<file path="config.mk">
export PLATFORM = sky130hd
export DESIGN_NAME = rate_encoder
export DESIGN_NICKNAME = d
export VERILOG_FILES = /design/src/rtl/rate_encoder.sv
export SDC_FILE = /design/constraint.sdc
export NUM_CORES = 1
export LEC_CHECK = 0
export CORE_MARGIN = 2
export CORE_UTILIZATION = 55
export DETAILED_ROUTE_END_ITERATION = 10
export GPL_TIMING_DRIVEN = 1
export PLACE_DENSITY_LB_ADDON = 0.05
export SYNTH_ARGS = -nofsm -noshare
export SYNTH_HDL_FRONTEND = slang
export SYNTH_SLANG_ARGS = --single-unit
</file>
<file path="constraint.sdc">
create_clock -name clk -period 2.5 [get_ports clk]
set_input_delay 0.5 -clock clk [delete_from_list [all_inputs] [get_ports clk]]
set_output_delay 0.5 -clock clk [all_outputs]
set_load 0.05 [all_outputs]
</file>
<file path="src/rtl/rate_encoder.sv">
// -----------------------------------------------------------------------------
// rate_encoder
// Deterministic rate-coding spike generator feeding if_neuron's spike_in bus.
// Each channel holds an intensity; during a run the intensity is added into a
// per-channel phase accumulator once per timestep and the carry out is the
// spike. Over N steps a channel emits exactly floor(I*N / 2^INTENSITY_WIDTH)
// spikes.
//
// Ports
//   clk        system clock, rising edge
//   rst        asynchronous active-low reset
//   mem_addr   intensity register address
//   mem_din    intensity write data
//   mem_wen    intensity write enable (dropped while busy)
//   mem_dout   registered read data for mem_addr (one-cycle latency)
//   start      begin a run (sampled in IDLE or DONE only)
//   num_steps  run length in timesteps, latched at start
//   busy       high while running
//   done       one-cycle pulse when a run completes
//   spike_out  registered spike vector, one bit per channel
//
// state  | meaning
// -------+------------------------------------------------------------
// IDLE   | waiting for start; intensity writes accepted
// RUN    | one timestep per clock; writes dropped, start ignored
// DONE   | one-cycle completion pulse; last step's spikes visible
// -----------------------------------------------------------------------------
module rate_encoder #(
    parameter int NUM_INPUTS      = 4,
    parameter int INTENSITY_WIDTH = 8,
    parameter int ADDR_WIDTH      = 2,
    parameter int STEP_WIDTH      = 16
) (
    input  logic                       clk,
    input  logic                       rst,
    input  logic [ADDR_WIDTH-1:0]      mem_addr,
    input  logic [INTENSITY_WIDTH-1:0] mem_din,
    input  logic                       mem_wen,
    output logic [INTENSITY_WIDTH-1:0] mem_dout,
    input  logic                       start,
    input  logic [STEP_WIDTH-1:0]      num_steps,
    output logic                       busy,
    output logic                       done,
    output logic [NUM_INPUTS-1:0]      spike_out
);

    localparam logic [1:0] S_IDLE = 2'd0;
    localparam logic [1:0] S_RUN  = 2'd1;
    localparam logic [1:0] S_DONE = 2'd2;

    logic [1:0]                 state_q, state_d;
    logic [INTENSITY_WIDTH-1:0] intensity_q [NUM_INPUTS];
    logic [INTENSITY_WIDTH-1:0] intensity_d [NUM_INPUTS];
    logic [INTENSITY_WIDTH-1:0] acc_q [NUM_INPUTS];
    logic [INTENSITY_WIDTH-1:0] acc_d [NUM_INPUTS];
    logic [STEP_WIDTH-1:0]      steps_left_q, steps_left_d;
    logic [INTENSITY_WIDTH-1:0] mem_dout_q, mem_dout_d;
    logic [NUM_INPUTS-1:0]      spike_out_q, spike_out_d;
    logic [INTENSITY_WIDTH:0]   sum;

    always_comb begin
        state_d      = state_q;
        intensity_d  = intensity_q;
        acc_d        = acc_q;
        steps_left_d = steps_left_q;
        spike_out_d  = spike_out_q;
        mem_dout_d   = '0;
        sum          = '0;

        // Read returns the pre-write value; unmatched addresses read as 0.
        for (int i = 0; i < NUM_INPUTS; i++) begin
            if (mem_addr == ADDR_WIDTH'(i)) begin
                mem_dout_d = intensity_q[i];
            end
        end

        if (mem_wen && (state_q != S_RUN)) begin
            for (int i = 0; i < NUM_INPUTS; i++) begin
                if (mem_addr == ADDR_WIDTH'(i)) begin
                    intensity_d[i] = mem_din;
                end
            end
        end

        case (state_q)
            S_IDLE, S_DONE: begin
                if (start) begin
                    for (int i = 0; i < NUM_INPUTS; i++) begin
                        acc_d[i] = '0;
                    end
                    spike_out_d  = '0;
                    steps_left_d = num_steps;
                    state_d      = (num_steps == '0) ? S_DONE : S_RUN;
                end else if (state_q == S_DONE) begin
                    spike_out_d = '0;
                    state_d     = S_IDLE;
                end
            end
            S_RUN: begin
                // Carry out of the phase accumulator is the spike.
                for (int i = 0; i < NUM_INPUTS; i++) begin
                    sum            = {1'b0, acc_q[i]} + {1'b0, intensity_q[i]};
                    acc_d[i]       = sum[INTENSITY_WIDTH-1:0];
                    spike_out_d[i] = sum[INTENSITY_WIDTH];
                end
                steps_left_d = steps_left_q - STEP_WIDTH'(1);
                if (steps_left_q == STEP_WIDTH'(1)) begin
                    state_d = S_DONE;
                end
            end
            default: begin
                state_d = S_IDLE;
            end
        endcase
    end

    always_ff @(posedge clk or negedge rst) begin
        if (!rst) begin
            state_q      <= S_IDLE;
            steps_left_q <= '0;
            mem_dout_q   <= '0;
            spike_out_q  <= '0;
            for (int i = 0; i < NUM_INPUTS; i++) begin
                intensity_q[i] <= '0;
                acc_q[i]       <= '0;
            end
        end else begin
            state_q      <= state_d;
            steps_left_q <= steps_left_d;
            mem_dout_q   <= mem_dout_d;
            spike_out_q  <= spike_out_d;
            for (int i = 0; i < NUM_INPUTS; i++) begin
                intensity_q[i] <= intensity_d[i];
                acc_q[i]       <= acc_d[i];
            end
        end
    end

    assign busy      = (state_q == S_RUN);
    assign done      = (state_q == S_DONE);
    assign mem_dout  = mem_dout_q;
    assign spike_out = spike_out_q;

endmodule

</file>
==> results.ini <==
[yosys]
avgSynthCellArea_um2 = 10.8
synth_edf_count = 0
synth_fp_nets = 587
synth_flop_cell = dfrtp_1
synth_compound_area_share_pct = 18.1
yosysUniqueCellTypes = 58
synth_top_family_by_area = compound AO/OA/AOI/OAI gates
synth_xor_area_share_pct = 1.40
synthAdderAreaFrac_pct = 8.98
synth-seq-cells = 94
ys_warn_count = 0
post_synth_and_or_nand_nor_area_fraction_pct = 16.6
syn_inst = 519
ys_seq_area_share_pct = 41.8
synth_area_um2 = 5630
synth.mux.area_fraction_pct = 10.5
async_flop_share_pct = 100

[sta]
rsz0062_at_grt = false
slew_violations = 0
slew_headroom_pct = 23.2
fin_tns_setup_ps = 0
tightest_slew_ps = 1150
fin_crit_sh_pct = 89.4
min_period_ps = 2230
fin_ws_ps = 266
timing.fmax_mhz = 448
hold_violations = 0
clock_skew_ps = 9.41
setup_viol = 0

[worst_setup_path]
r2r_end = acc_q[14]
r2r_cells = 6
path_buf_inv = 0
r2r_slack_ps = 270
worst_path_max_delay_cell = or4b_1
crit_chain = ha_1 -> fa_1 -> a211oi_1 -> o21bai_1 -> or4b_1 -> nand3_1
critPathCaptureType = flop
arrival_ps = 2540
crit_type = flop to flop
path_max_fanout = 3
startpoint_type = flop
required_ps = 2800
r2r-start = intensity_q[8]
max_stage_delay_ps = 480
crit_family = adder cells
crit_cells = 6

[grt]
grt_max_degree = 64
track_usage_pct = 25.9
grt_antenna_before_repair = 0
grt_pass1_wl_um = 22800
grt.overflow.total = 0
grt_pass1_vias = 4437

[clock_network]
hold_buffers = 0
clk_latency_ps = 370
clk_pin_slew_worst_paths_ps = 90
cts_buffers = 9
cts_buffer_depth = 2
cts.htree.levels = 3
cts_root_buffer = clkbuf_8
cts_tree = built
cts.sinks = 94
cts_setup_buffers = 0
ctsResizeCount = 0

[floorplan]
coreArea_um2 = 9860
std_cell_rows = 36
die-height_um = 105
io-pin-count = 44
start_util_pct = 57.1
die_area_um2 = 11100
die_w_um = 105

[finish]
syn_to_final_growth_pct = 13.3
nFillCells = 808
final_area_um2 = 6380
drive_gt1_share_pct = 15.0
diodes = 0
layout_common_cells = dfrtp_1, o21ai_0, clkdlybuf4s50_1
multi_input_area_um2 = 3130
ff_latch_area_um2 = 2350
nNetsFinal = 628
fin_cells = 698
layout_commonest_cell = dfrtp_1

[power_and_ir_drop]
p_leak_nw = 2.59
peakVddDrop_mv = 0.597
p_sw_mw = 3.48
p_sw_share_pct = 43.2
p_seq_share_pct = 35.1
p_comb_share_pct = 53.3
intPower_mw = 4.58
powerDensity_nw_per_um2 = 1260
power_frac_clock_pct = 11.7

[routing]
vias_per_cell = 6.44
drt_pre_antenna_iters = 5
via_count = 4494
wl_met3_um = 696
ant_nets = 0
wl_met2_um = 6590
wl_per_cell_um = 19.5
top_layer = met4
drcViolationCount = 0
wl_met1_um = 6110
wl_um = 13600
drt_iter0_markers = 255

[placed_design]
pre_cts_ws_ps = -12.3
globalplace.congestion = 0.848
placed_area_um2 = 6200
place_hpwl_um = 9690
dp.cells = 682
io_buffers = 43

[status]
outcome = completed

[worst_hold_path]
hold_path_class = input pin to async pin

[job]
cap_violations = 0

## worst reg2reg max path: stages, from the launching register on
cell	delay [ps]
dfrtp_1	420
ha_1	250
fa_1	440
a211oi_1	300
o21bai_1	190
or4b_1	480
nand3_1	90
## cells in the mapped netlist, types with 6 or more instances
library cell	n	area, µm²
nor2_1	15	56.3
o211ai_1	11	82.6
nor3_1	6	30.0
nand3_1	15	75.1
o21ai_0	42	210
dfrtp_1	94	2350
a221oi_1	6	52.6
mux2_2	33	372
nand2_1	34	128
a21oi_1	14	70.1
mux4_2	8	180
a21o_1	8	60.1
xnor2_1	6	52.6
nor4b_1	6	52.6
nor2b_1	11	68.8
nor4_1	14	87.6
a22o_1	9	78.8
ha_1	34	425
nand2b_1	6	37.5
a31oi_1	9	56.3
clkbuf_1	10	37.5
buf_2	10	50.1
a211oi_1	28	210
## power groups by stage
stage | registers [mW] | logic [mW] | clock network, mW
after floorplan | 2.89 | 3.15 | 0
after global placement | 2.83 | 4.09 | 0
after detailed placement | 2.86 | 4.25 | 0
after CTS | 2.83 | 4.29 | 0.960
after global routing | 2.91 | 4.81 | 1.02
final | 2.83 | 4.29 | 0.940
## cell families after synthesis
group	count (synthesis)
muxes	45
xor gates and xnor gates	9
DFF	94
AOI/OAI and AO/OA	151
buffers and inverters	30
and+or+nand+nor	152
adders and majority gates	38
## metrics by stage
step | power, mW | hold WS, ps | utilization [%]
global placement | 6.92 | 463 | 62.9
floorplan | 6.04 | 204 | -
detailed placement | 7.11 | 467 | 62.9
CTS | 8.08 | 70.3 | 64.6
global route | 8.74 | 85.2 | 64.6
finish | 8.06 | 61.6 | 64.6
## registers in the layout, indices dropped and copies added (netlist names)
| name | count |
|---|---|
| intensity_q | 32 |
| spike_out | 4 |
| acc_q | 32 |
| steps_left_q | 16 |
| mem_dout | 8 |
| state_q | 2 |
## cell type report
| cell class | count | share of cell area, % |
|---|---|---|
| multi-input combinational | 395 | 49.1 |
| sequential | 94 | 36.9 |
| timing repair buffer | 54 | 8.32 |
| tap | 133 | 2.61 |
| clock buffer | 10 | 2.16 |
| clock inverter | 6 | 0.589 |
| inverter | 6 | 0.353 |
## metal layers
metal | GRT usage [%] | vias up
met4 | 9.05 | 0
met3 | 3.18 | 22
met1 | 36.2 | 2246
met5 | 0 | -
met2 | 41.9 | 123
li1 | - | 2103
## how the worst max path moves through the flow
stage,start,end,slack [ps]
6_report,intensity_q[8],acc_q[14],270
5_1_grt,intensity_q[8],acc_q[14],160
4_1_cts,intensity_q[8],acc_q[14],270
3_5_place_dp,start,acc_q[28],-10
3_3_place_gp,start,acc_q[4],20
2_1_floorplan,state_q[0],done,380
No activity file was read; power rests on OpenSTA's default activity.
